## src/rtl/systolic_pkg.sv

```systemverilog
`default_nettype none
// ============================================================================
// Module   : systolic_pkg
// Purpose  : Shared types and default widths for the systolic-array PEs.
//            Holds the accumulator FSM state enum, the default operand and
//            accumulator widths, and the neighbour-link struct.
// Ports    : none (package)
// Revision : 1.0 - initial release
// ============================================================================
package systolic_pkg;

  localparam int c_default_data_w = 8;
  localparam int c_default_acc_w  = 32;

  // Accumulator FSM state
  typedef enum logic [0:0] {
    ACC_IDLE  = 1'b0,
    ACC_ACCUM = 1'b1
  } t_acc_state;

  // Operand link between neighbouring PEs (default operand width)
  typedef struct packed {
    logic [c_default_data_w-1:0] a;
    logic [c_default_data_w-1:0] b;
    logic                        valid;
    logic                        last;
  } t_pe_fwd;

endpackage : systolic_pkg
`default_nettype wire

```

## src/rtl/mac_pe_if.sv

```systemverilog
`default_nettype none
// ============================================================================
// Module   : mac_pe_if
// Purpose  : Bundle of the operand, forwarding and result signals of one
//            mac_pe. The master side (array controller or upstream logic)
//            drives operands and result_ready_i; the slave side is the PE.
// Ports    : a_i/b_i/valid_i/last_i/clear_i   operand stream into the PE
//            x_o/y_o/valid_o/last_o           registered forwarding outputs
//            result_o/result_sat_o/result_valid_o/result_ready_i  result port
//            overrun_o                        sticky result-overwrite flag
// Revision : 1.0 - initial release
// ============================================================================
interface mac_pe_if #(
  parameter int DATA_W = 8,
  parameter int ACC_W  = 32
);

  logic [DATA_W-1:0] a_i;
  logic [DATA_W-1:0] b_i;
  logic              valid_i;
  logic              last_i;
  logic              clear_i;
  logic [DATA_W-1:0] x_o;
  logic [DATA_W-1:0] y_o;
  logic              valid_o;
  logic              last_o;
  logic [ACC_W-1:0]  result_o;
  logic              result_sat_o;
  logic              result_valid_o;
  logic              result_ready_i;
  logic              overrun_o;

  modport master (
    output a_i, b_i, valid_i, last_i, clear_i, result_ready_i,
    input  x_o, y_o, valid_o, last_o, result_o, result_sat_o,
           result_valid_o, overrun_o
  );

  modport slave (
    input  a_i, b_i, valid_i, last_i, clear_i, result_ready_i,
    output x_o, y_o, valid_o, last_o, result_o, result_sat_o,
           result_valid_o, overrun_o
  );

endinterface : mac_pe_if
`default_nettype wire

```

## src/rtl/mac_pe_acc.sv

```systemverilog
`default_nettype none
// ============================================================================
// Module   : mac_pe_acc
// Purpose  : Stage-2 of the MAC PE. Extends the registered product to the
//            accumulator width, adds it to the running sum with overflow
//            detection and optional clamping, and sequences dot products
//            with a two-state FSM. Emits a one-cycle result load strobe.
// Ports    : clk, rst      clock, synchronous active-high reset
//            i_clear       abort the accumulation in progress
//            i_pvalid      product valid
//            i_plast       product is the last term of the dot product
//            i_prod        full-width product
//            o_res_load    result strobe (one cycle)
//            o_res_data    completed dot product
//            o_res_sat     overflow occurred in this dot product
// Revision : 1.0 - initial release
// ============================================================================
module mac_pe_acc
  import systolic_pkg::*;
#(
  parameter int PROD_W   = 16,
  parameter int ACC_W    = 32,
  parameter int SIGNED   = 1,
  parameter int SATURATE = 1
) (
  input  wire logic              clk,
  input  wire logic              rst,
  input  wire logic              i_clear,
  input  wire logic              i_pvalid,
  input  wire logic              i_plast,
  input  wire logic [PROD_W-1:0] i_prod,
  output logic                   o_res_load,
  output logic [ACC_W-1:0]       o_res_data,
  output logic                   o_res_sat
);

  t_acc_state       r_state;
  t_acc_state       w_state_next;
  logic [ACC_W-1:0] r_acc;
  logic             r_sat;
  logic [ACC_W-1:0] w_acc_next;
  logic             w_sat_next;

  logic             w_pvalid;
  logic             w_ext_sgn;
  logic [ACC_W-1:0] w_ext;
  logic [ACC_W:0]   w_sum_full;
  logic [ACC_W-1:0] w_sum;
  logic             w_ovf;
  logic [ACC_W-1:0] w_clamp;
  logic [ACC_W-1:0] w_add_res;

  // A clear discards whatever product is currently in stage 1
  assign w_pvalid  = i_pvalid && !i_clear;
  assign w_ext_sgn = (SIGNED != 0) && i_prod[PROD_W-1];

  generate
    if (ACC_W > PROD_W) begin : g_ext
      assign w_ext = {{(ACC_W-PROD_W){w_ext_sgn}}, i_prod};
    end else begin : g_noext
      assign w_ext = i_prod;
    end
  endgenerate

  assign w_sum_full = {1'b0, r_acc} + {1'b0, w_ext};
  assign w_sum      = w_sum_full[ACC_W-1:0];

  // Signed: both addends share a sign that the sum does not.
  // Unsigned: carry out of the top bit (addends are never negative).
  always_comb begin
    w_ovf   = 1'b0;
    w_clamp = '1;
    if (SIGNED != 0) begin
      w_ovf   = (r_acc[ACC_W-1] == w_ext[ACC_W-1]) &&
                (w_sum[ACC_W-1] != r_acc[ACC_W-1]);
      w_clamp = r_acc[ACC_W-1] ? {1'b1, {(ACC_W-1){1'b0}}}
                               : {1'b0, {(ACC_W-1){1'b1}}};
    end else begin
      w_ovf   = w_sum_full[ACC_W];
      w_clamp = '1;
    end
  end

  // A clamped accumulator re-overflows on same-sign terms and therefore
  // stays clamped; opposite-sign terms cannot overflow and add normally.
  assign w_add_res = (w_ovf && (SATURATE != 0)) ? w_clamp : w_sum;

  // FSM state register
  always_ff @(posedge clk) begin
    if (rst || i_clear) begin
      r_state <= ACC_IDLE;
    end else begin
      r_state <= w_state_next;
    end
  end

  // FSM next-state logic
  always_comb begin
    w_state_next = r_state;
    case (r_state)
      ACC_IDLE:  if (w_pvalid && !i_plast) w_state_next = ACC_ACCUM;
      ACC_ACCUM: if (w_pvalid && i_plast)  w_state_next = ACC_IDLE;
      default:   w_state_next = ACC_IDLE;
    endcase
  end

  // FSM outputs and datapath next values
  always_comb begin
    w_acc_next = r_acc;
    w_sat_next = r_sat;
    o_res_load = 1'b0;
    o_res_data = '0;
    o_res_sat  = 1'b0;
    case (r_state)
      ACC_IDLE: begin
        if (w_pvalid) begin
          // First term fits in ACC_W bits, so no overflow is possible
          w_acc_next = w_ext;
          w_sat_next = 1'b0;
          if (i_plast) begin
            o_res_load = 1'b1;
            o_res_data = w_ext;
            o_res_sat  = 1'b0;
          end
        end
      end
      ACC_ACCUM: begin
        if (w_pvalid) begin
          w_acc_next = w_add_res;
          w_sat_next = r_sat || w_ovf;
          if (i_plast) begin
            o_res_load = 1'b1;
            o_res_data = w_add_res;
            o_res_sat  = r_sat || w_ovf;
          end
        end
      end
      default: begin
        w_acc_next = '0;
        w_sat_next = 1'b0;
      end
    endcase
  end

  // Accumulator and sticky overflow flag
  always_ff @(posedge clk) begin
    if (rst || i_clear) begin
      r_acc <= '0;
      r_sat <= 1'b0;
    end else begin
      r_acc <= w_acc_next;
      r_sat <= w_sat_next;
    end
  end

endmodule : mac_pe_acc
`default_nettype wire

```

## src/rtl/mac_pe.sv

```systemverilog
`default_nettype none
// ============================================================================
// Module   : mac_pe
// Purpose  : Accumulating systolic processing element. Forwards operands to
//            the east/south neighbours with one cycle of latency, multiplies
//            valid operand pairs (stage 1), accumulates tagged dot products
//            (stage 2, mac_pe_acc) and presents finished sums on a
//            valid/ready result port with sticky overrun detection.
// Ports    : clock_i   system clock
//            reset_i   synchronous active-high reset
//            bus       mac_pe_if slave: operands, forwarding, result port
// Revision : 1.0 - initial release
// ============================================================================
module mac_pe
  import systolic_pkg::*;
#(
  parameter int DATA_W   = c_default_data_w,
  parameter int ACC_W    = c_default_acc_w,
  parameter int SIGNED   = 1,
  parameter int SATURATE = 1
) (
  input wire logic clock_i,
  input wire logic reset_i,
  mac_pe_if.slave  bus
);

  localparam int PROD_W = 2 * DATA_W;

  generate
    if (ACC_W < PROD_W) begin : g_bad_acc_w
      $error("mac_pe: ACC_W must be at least 2*DATA_W");
    end
  endgenerate

  // Forwarding registers
  logic [DATA_W-1:0] r_x;
  logic [DATA_W-1:0] r_y;
  logic              r_valid;
  logic              r_last;

  // Stage 1
  logic              w_a_sgn;
  logic              w_b_sgn;
  logic [PROD_W-1:0] w_a_ext;
  logic [PROD_W-1:0] w_b_ext;
  logic [PROD_W-1:0] w_prod;
  logic [PROD_W-1:0] r_prod;
  logic              r_pvalid;
  logic              r_plast;

  // Stage 2 / result
  logic              w_res_load;
  logic [ACC_W-1:0]  w_res_data;
  logic              w_res_sat;
  logic [ACC_W-1:0]  r_result;
  logic              r_result_sat;
  logic              r_result_valid;
  logic              r_overrun;
  logic              w_handshake;

  always_ff @(posedge clock_i) begin
    if (reset_i) begin
      r_x     <= '0;
      r_y     <= '0;
      r_valid <= 1'b0;
      r_last  <= 1'b0;
    end else begin
      r_x     <= bus.a_i;
      r_y     <= bus.b_i;
      r_valid <= bus.valid_i;
      r_last  <= bus.last_i && bus.valid_i;
    end
  end

  // Extending both operands to the product width first makes the low
  // PROD_W bits of an unsigned multiply the correct signed product.
  assign w_a_sgn = (SIGNED != 0) && bus.a_i[DATA_W-1];
  assign w_b_sgn = (SIGNED != 0) && bus.b_i[DATA_W-1];
  assign w_a_ext = {{DATA_W{w_a_sgn}}, bus.a_i};
  assign w_b_ext = {{DATA_W{w_b_sgn}}, bus.b_i};
  assign w_prod  = w_a_ext * w_b_ext;

  // A pair presented during clear_i is captured here; stage 2 ignores the
  // older product it is holding in that same cycle.
  always_ff @(posedge clock_i) begin
    if (reset_i) begin
      r_prod   <= '0;
      r_pvalid <= 1'b0;
      r_plast  <= 1'b0;
    end else begin
      r_pvalid <= bus.valid_i;
      r_plast  <= bus.valid_i && bus.last_i;
      if (bus.valid_i) begin
        r_prod <= w_prod;
      end
    end
  end

  mac_pe_acc #(
    .PROD_W   (PROD_W),
    .ACC_W    (ACC_W),
    .SIGNED   (SIGNED),
    .SATURATE (SATURATE)
  ) u_acc (
    .clk        (clock_i),
    .rst        (reset_i),
    .i_clear    (bus.clear_i),
    .i_pvalid   (r_pvalid),
    .i_plast    (r_plast),
    .i_prod     (r_prod),
    .o_res_load (w_res_load),
    .o_res_data (w_res_data),
    .o_res_sat  (w_res_sat)
  );

  assign w_handshake = r_result_valid && bus.result_ready_i;

  // Result register: a new result always wins; losing an unaccepted one
  // raises the sticky overrun flag, which only clear_i or reset drops.
  always_ff @(posedge clock_i) begin
    if (reset_i) begin
      r_result       <= '0;
      r_result_sat   <= 1'b0;
      r_result_valid <= 1'b0;
      r_overrun      <= 1'b0;
    end else begin
      if (w_res_load) begin
        r_result       <= w_res_data;
        r_result_sat   <= w_res_sat;
        r_result_valid <= 1'b1;
      end else if (w_handshake) begin
        r_result_valid <= 1'b0;
      end

      if (bus.clear_i) begin
        r_overrun <= 1'b0;
      end else if (w_res_load && r_result_valid && !bus.result_ready_i) begin
        r_overrun <= 1'b1;
      end
    end
  end

  assign bus.x_o            = r_x;
  assign bus.y_o            = r_y;
  assign bus.valid_o        = r_valid;
  assign bus.last_o         = r_last;
  assign bus.result_o       = r_result;
  assign bus.result_sat_o   = r_result_sat;
  assign bus.result_valid_o = r_result_valid;
  assign bus.overrun_o      = r_overrun;

endmodule : mac_pe
`default_nettype wire
```

## src/flat_wrapper.sv

```systemverilog
// flat-port wrapper written by rule: the top's interface ports become plain ports
module mac_pe_flat import systolic_pkg::*;
#(
  parameter int DATA_W   = c_default_data_w,
  parameter int ACC_W    = c_default_acc_w,
  parameter int SIGNED   = 1,
  parameter int SATURATE = 1
)
  (clock_i, reset_i, bus_a_i, bus_b_i, bus_valid_i, bus_last_i, bus_clear_i, bus_result_ready_i, bus_x_o, bus_y_o, bus_valid_o, bus_last_o, bus_result_o, bus_result_sat_o, bus_result_valid_o, bus_overrun_o);
  mac_pe_if #(.DATA_W(DATA_W), .ACC_W(ACC_W)) bus_i ();
  input wire logic clock_i;
  input wire logic reset_i;
  input wire logic [$bits(bus_i.a_i)-1:0] bus_a_i;
  input wire logic [$bits(bus_i.b_i)-1:0] bus_b_i;
  input wire logic [$bits(bus_i.valid_i)-1:0] bus_valid_i;
  input wire logic [$bits(bus_i.last_i)-1:0] bus_last_i;
  input wire logic [$bits(bus_i.clear_i)-1:0] bus_clear_i;
  input wire logic [$bits(bus_i.result_ready_i)-1:0] bus_result_ready_i;
  output wire logic [$bits(bus_i.x_o)-1:0] bus_x_o;
  output wire logic [$bits(bus_i.y_o)-1:0] bus_y_o;
  output wire logic [$bits(bus_i.valid_o)-1:0] bus_valid_o;
  output wire logic [$bits(bus_i.last_o)-1:0] bus_last_o;
  output wire logic [$bits(bus_i.result_o)-1:0] bus_result_o;
  output wire logic [$bits(bus_i.result_sat_o)-1:0] bus_result_sat_o;
  output wire logic [$bits(bus_i.result_valid_o)-1:0] bus_result_valid_o;
  output wire logic [$bits(bus_i.overrun_o)-1:0] bus_overrun_o;
  assign bus_i.a_i = bus_a_i;
  assign bus_i.b_i = bus_b_i;
  assign bus_i.valid_i = bus_valid_i;
  assign bus_i.last_i = bus_last_i;
  assign bus_i.clear_i = bus_clear_i;
  assign bus_i.result_ready_i = bus_result_ready_i;
  assign bus_x_o = bus_i.x_o;
  assign bus_y_o = bus_i.y_o;
  assign bus_valid_o = bus_i.valid_o;
  assign bus_last_o = bus_i.last_o;
  assign bus_result_o = bus_i.result_o;
  assign bus_result_sat_o = bus_i.result_sat_o;
  assign bus_result_valid_o = bus_i.result_valid_o;
  assign bus_overrun_o = bus_i.overrun_o;
  mac_pe #(.DATA_W(DATA_W), .ACC_W(ACC_W), .SIGNED(SIGNED), .SATURATE(SATURATE)) u_core (.clock_i(clock_i), .reset_i(reset_i), .bus(bus_i));
endmodule
```

## config.mk

```make
export PLATFORM = sky130hd
export DESIGN_NAME = mac_pe_flat
export DESIGN_NICKNAME = d
export VERILOG_FILES = /design/src/rtl/systolic_pkg.sv /design/src/rtl/mac_pe_if.sv /design/src/rtl/mac_pe_acc.sv /design/src/rtl/mac_pe.sv /design/src/flat_wrapper.sv
export SDC_FILE = /design/constraint.sdc
export NUM_CORES = 1
export LEC_CHECK = 0
export CAP_MARGIN = 0
export CORE_MARGIN = 5
export CORE_UTILIZATION = 50
export CTS_CLUSTER_DIAMETER = 80
export DETAILED_ROUTE_END_ITERATION = 7
export GPL_ROUTABILITY_DRIVEN = 0
export PLACE_DENSITY = 0.81
export SYNTH_ARGS = -nofsm -noshare
export SYNTH_HDL_FRONTEND = slang
export SYNTH_SLANG_ARGS = --single-unit
```

## constraint.sdc

```tcl
create_clock -name clock_i -period 6.2 [get_ports clock_i]
set_input_delay 0.93 -clock clock_i [delete_from_list [all_inputs] [get_ports clock_i]]
set_output_delay 0.93 -clock clock_i [all_outputs]
set_load 0.005 [all_outputs]
```

==> out/results.ini, run 1 <==
[synthesis]
synth_cell_type_count = 71
seq_area_frac_synth = 0.2512
ys_async_sr_fraction = 0
synth_top_area_frac = 0.2512
synth_commonest_cells = dfxtp_1, nor2_1, inv_1
synth_fp_nets = 1108
postSynthCellCount = 970
avgSynthCellArea_um2 = 8.462
yosys.area.top_type = dfxtp_1
synth-edff-count = 0
ys_warn_count = 0
synth.ff_latch_count = 103
synth_area_leaders = dfxtp_1, fa_1, ha_1
yosysMostFrequentCell = dfxtp_1
synth_ff_type = dfxtp_1
syn-cell-area_um2 = 8208

[floorplan]
rows = 46
die_h_um = 138.1
initial_core_util = 0.5130
pin_count = 75
die_area_um2 = 19080
die_w_um = 138.1
fp.coreArea_um2 = 16000

[timing]
layout_setup_ws_ns = 0.6504
finalCriticalPeriod_ns = 5.550
rsz0062_at_grt = no
final_max_slew_viol_count = 0
skew_ns = 0.008142
post-route-period-util = 0.8951
setup_tns_ns = 0
setup_viol = 0
fmax_ghz = 0.1802
hold_viol_final = 0
holdWs_ns = 0.4553
tightest_slew_ns = 0.9851
relSlewSlack = 0.3433

[worst_setup_path]
arrival_ns = 5.86
cp_max_fo = 9
crit_required_ns = 6.51
reg2reg_from = u_core.r_prod[15]
criticalPathCategory = primary input to flop
rrSetupSlack_ns = 2.37
cp-start-kind = primary input
r2r_cells = 10
reg2reg_to = u_core.u_acc.r_acc[20]
endpoint_kind = flop

[detailed_routing]
routed_wl_um = 20270
drc = 0
vias = 7118
drtAntennaViolNets = 0
avgViaCountPerCell = 5.717
wl_per_cell_um = 16.28
firstDrtPassIters = 5
dr.first_iter.drc_count = 453

[hold_path]
hold-path-cell-count = 2
hold_class = flop to flop
hold_end = u_core.bus.result_sat_o
min_from = u_core.bus.result_sat_o

[placement]
numPortBuffers = 74
hpwl_um = 15460
dpl_worst_slack_ns = 0.3181

[power_and_ir_drop]
switching_share = 0.4117
power_frac_comb = 0.506
p_sw_uw = 1130
p_int_uw = 1616
leakage_uw = 0.004006
clkPwrFrac = 0.220
seqPwrFrac = 0.274
ir_worst_vdd_mv = 0.1771
power.density_nw_per_um2 = 291.4

[clock_tree]
numCtsBuffers = 9
postCtsSetupRepairBufs = 0
numClockSinks = 103
root_buffer = clkbuf_16
clk_pin_slew_ns = 0.07
htree_levels = 3
clock_path_buffers = 2
tritoncts = yes
hold_buffers = 0
clk_latency_ns = 0.36
postCtsResizedCells = 0

[grt]
track_usage = 0.2135
grt_remaining_overflow = 0
grt_max_degree = 56
grt_pass1_vias = 7121
grt_pass1_wl_um = 34400
antenna_found_initial = 0

[finish]
antennaDiodeCount = 0
syn_to_final_growth_pct = 14.82
drive_above_1_share = 0.05345
layout.nets = 1162
final_util = 0.5890

[flow_run]
drv_cap = 0

[outcome]
status = finished clean

registers in the layout, summed over array words and instances (netlist names), 8 cells and up, named ones only:
name / count
u_core.bus.result_o: 32
u_core.u_acc.r_acc: 32
u_core.r_prod: 16
u_core.bus.x_o: 8
u_core.bus.y_o: 8
worst max-delay path by stage:
stage,start,to
6_report,bus_a_i[3],u_core.r_prod[12]
5_1_grt,bus_a_i[3],u_core.r_prod[12]
4_1_cts,bus_a_i[3],u_core.r_prod[12]
3_5_place_dp,bus_a_i[3],u_core.r_prod[12]
3_3_place_gp,bus_a_i[3],u_core.r_prod[12]
2_1_floorplan,bus_a_i[7],u_core.r_prod[12]
layout by cell type (no fill, tap or decap), types with 4 or more instances in the layout:
master,instances
dfxtp_1,103
nor2_1,93
inv_1,92
clkdlybuf4s50_1,73
a21oi_1,67
ha_1,60
fa_1,56
nand2_1,54
and2_1,46
o21ai_0,46
a211oi_1,38
nor2b_1,28
xnor2_1,28
nor3_1,26
a21o_1,22
nand3_1,15
o211ai_1,12
a22oi_1,10
nand2b_1,9
and3_1,9
mux2i_1,9
xor2_1,9
clkbuf_16,9
o21ai_1,8
a31oi_1,8
nand4_1,7
buf_4,7
or2_2,6
nor3b_1,5
o21a_1,5
o21ba_2,4
cell families after synthesis:
group           synth area share
simple gates              0.1976
flops                     0.2512
fa+ha+maj                 0.2280
xor+xnor                 0.03948
buf+inv                  0.06174
mux                      0.01235
compound gates            0.2096
critical path: stages:
cell	delay, ns
clkdlybuf4s50_1	0.56
and2_1	0.25
fa_1	0.53
inv_1	0.05
fa_1	0.49
inv_1	0.07
fa_1	0.52
inv_1	0.05
fa_1	0.53
inv_1	0.04
ha_1	0.32
o21ai_0	0.11
a21oi_1	0.19
o21ai_0	0.11
a21boi_0	0.31
o21ai_0	0.15
a2111oi_0	0.45
a311o_1	0.17
metrics by stage:
stage | power, uW | area (um^2) | cells
after floorplan | 1812 | 8208 | 970
after global placement | 2098 | 9110 | 1229
after detailed placement | 2144 | 9110 | 1229
after CTS | 2762 | 9424 | 1245
after global routing | 2978 | 9424 | 1245
final | 2746 | 9424 | 1245
power by group through the flow:
| stage | combinational (uW) | clock, uW | sequential [uW] |
|---|---|---|---|
| after floorplan | 1050 | 0 | 758 |
| after global placement | 1330 | 0 | 763 |
| after detailed placement | 1380 | 0 | 765 |
| after CTS | 1390 | 622 | 750 |
| after global routing | 1580 | 644 | 755 |
| final | 1390 | 604 | 751 |
per-layer routing:
metal / track usage / vias to the layer above / share of wire
li1: - / 3486 / -
met1: 0.2547 / 3383 / 0.42
met2: 0.3818 / 205 / 0.50
met3: 0.03690 / 44 / 0.047
met4: 0.08476 / 0 / 0.031
met5: 0 / - / 0
cell type report:
type                    instances  area, um^2
fillers                      1476        6576
multi-input cells             736        5640
flip-flops and latches        103        2062
repair buffers                 81       788.3
inverters                      93       349.1
well taps                     216       270.3
clock buffers                  10       239.0
clock inverters                 6       75.07
Note: power is estimated with default switching activity, not from simulation.
==> inputs of run 2 (changes only) <==
Settings changed: GPL_ROUTABILITY_DRIVEN 0 to default.
==> run 2 against run 1 <==
Against the previous run:
- maximum frequency down 0.64%
- global-route usage fell by 0.16 points
- sequential share of layout area about the same
- cell count about the same
- total power is essentially flat
- hold slack gained 0.0027 ns
- largest power group unchanged
==> out/results.ini, run 2 (synthesized netlist as in run 1, its figures left out) <==
[outcome]
status = finished clean

[clock_tree]
clk_latency_ns = 0.36
root_buffer = clkbuf_16
clk_pin_slew_ns = 0.08
numCtsBuffers = 9
htree_levels = 3
postCtsSetupRepairBufs = 0
numClockSinks = 103
clock_path_buffers = 2
hold_buffers = 0
postCtsResizedCells = 0
tritoncts = yes

[finish]
fillCellCount = 1444
layout_commonest_cell = dfxtp_1
syn_to_final_growth_pct = 14.94
layout_common_cells = dfxtp_1, nor2_1, inv_1
layout.nets = 1163
drive_above_1_share = 0.05437
antennaDiodeCount = 0
final_util = 0.5896

[worst_setup_path]
arrival_ns = 5.90
reg2reg_from = u_core.r_prod[15]
criticalPathCategory = primary input to flop
endpoint_kind = flop
rrSetupSlack_ns = 2.36
cp_max_fo = 9
cp-start-kind = primary input
crit_required_ns = 6.51
reg2reg_to = u_core.u_acc.r_acc[28]
r2r_cells = 10

[placement]
hpwl_um = 15440
place_congestion = 0.9252
numPortBuffers = 74

[grt]
antenna_found_initial = 0
grt_remaining_overflow = 0
grt_max_degree = 56
grt_pass1_vias = 6928
grt_pass1_wl_um = 33860
track_usage = 0.2119

[timing]
relSlewSlack = 0.3485
setup_viol = 0
post-route-period-util = 0.9008
hold_viol_final = 0
finalCriticalPeriod_ns = 5.585
setup_tns_ns = 0
tightest_slew_ns = 0.9773
fmax_ghz = 0.1790
final_max_slew_viol_count = 0
skew_ns = 0.01044
rsz0062_at_grt = no

[floorplan]
pin_count = 75
initial_core_util = 0.5130
die_w_um = 138.1
die_h_um = 138.1
die_area_um2 = 19080
fp.coreArea_um2 = 16000
rows = 46

[detailed_routing]
routed_wl_um = 20380
drtAntennaViolNets = 0
vias = 7072
drc = 0
wl_per_cell_um = 16.36
dr.first_iter.drc_count = 383
firstDrtPassIters = 7
avgViaCountPerCell = 5.676

[flow_run]
drv_cap = 0

[hold_path]
hold_class = flop to flop
hold-path-cell-count = 2
hold_end = u_core.bus.result_sat_o
min_from = u_core.bus.result_sat_o

[power_and_ir_drop]
power.density_nw_per_um2 = 290.8
leakage_uw = 0.004011
ir_worst_vdd_mv = 0.1725

-- run 2: cell count changes in the layout (fill, tap and decap cells not counted), sizes merged --
cell	change
clkinv	+2
buf	+1
clkbuf	-1
inv	-1
-- run 2: metrics by stage --
| step | total power [uW] | hold slack, ns | setup slack, ns | std cells | area [um^2] |
|---|---|---|---|---|---|
| finish | 2744 | 0.4580 | 0.6148 | 1246 | 9434 |
| global route | 2971 | 0.4780 | 0.2943 | 1246 | 9434 |
| CTS | 2756 | 0.4606 | 0.6421 | 1246 | 9434 |
| detailed placement | 2136 | 0.4493 | 0.3040 | 1230 | 9117 |
| global placement | 2100 | 0.4443 | 0.4313 | 1230 | 9117 |
| floorplan | 1812 | 0.4362 | 1.197 | 970 | 8208 |
-- run 2: area by class of cell --
class,instances,area [um^2],share of cell area
inverters,93,349.1,0.03700
multi-input cells,736,5640,0.5979
clock inverters,7,91.34,0.009682
clock buffers,9,225.2,0.02387
well taps,216,270.3,0.02865
flip-flops and latches,103,2062,0.2186
repair buffers,82,795.8,0.08435
-- run 2: worst max-delay path by stage --
stage | cells after the start | start | slack [ns] | endpoint
3_5_place_dp | 18 | bus_a_i[3] | 0.30 | u_core.r_prod[12]
4_1_cts | 18 | bus_a_i[3] | 0.64 | u_core.r_prod[12]
5_1_grt | 17 | bus_b_i[6] | 0.29 | u_core.r_prod[12]
3_3_place_gp | 18 | bus_a_i[3] | 0.43 | u_core.r_prod[12]
2_1_floorplan | 18 | bus_a_i[7] | 1.20 | u_core.r_prod[12]
6_report | 18 | bus_a_i[3] | 0.61 | u_core.r_prod[12]
-- run 2: where the power goes --
| group | switching (uW) | total [uW] | internal (uW) |
|---|---|---|---|
| clock network | 290 | 612 | 323 |
| registers | 42.2 | 751 | 709 |
| logic | 805 | 1380 | 575 |
| total | 1140 | 2740 | 1610 |
-- run 2: layer usage --
metal | track usage | share of wire | vias to the layer above
met5 | 0 | 0 | -
met4 | 0.07956 | 0.029 | 0
met3 | 0.04448 | 0.047 | 43
met2 | 0.3736 | 0.50 | 194
met1 | 0.2543 | 0.43 | 3361
li1 | - | - | 3474
-- run 2: critical path: stages --
cell	delay, ns
clkdlybuf4s50_1	0.56
and2_1	0.26
fa_1	0.53
inv_1	0.05
fa_1	0.50
inv_1	0.07
fa_1	0.54
inv_1	0.06
fa_1	0.53
inv_1	0.05
ha_1	0.32
o21ai_0	0.12
a21oi_1	0.20
o21ai_0	0.11
a21boi_0	0.34
o21ai_0	0.15
a2111oi_0	0.43
a311o_1	0.16
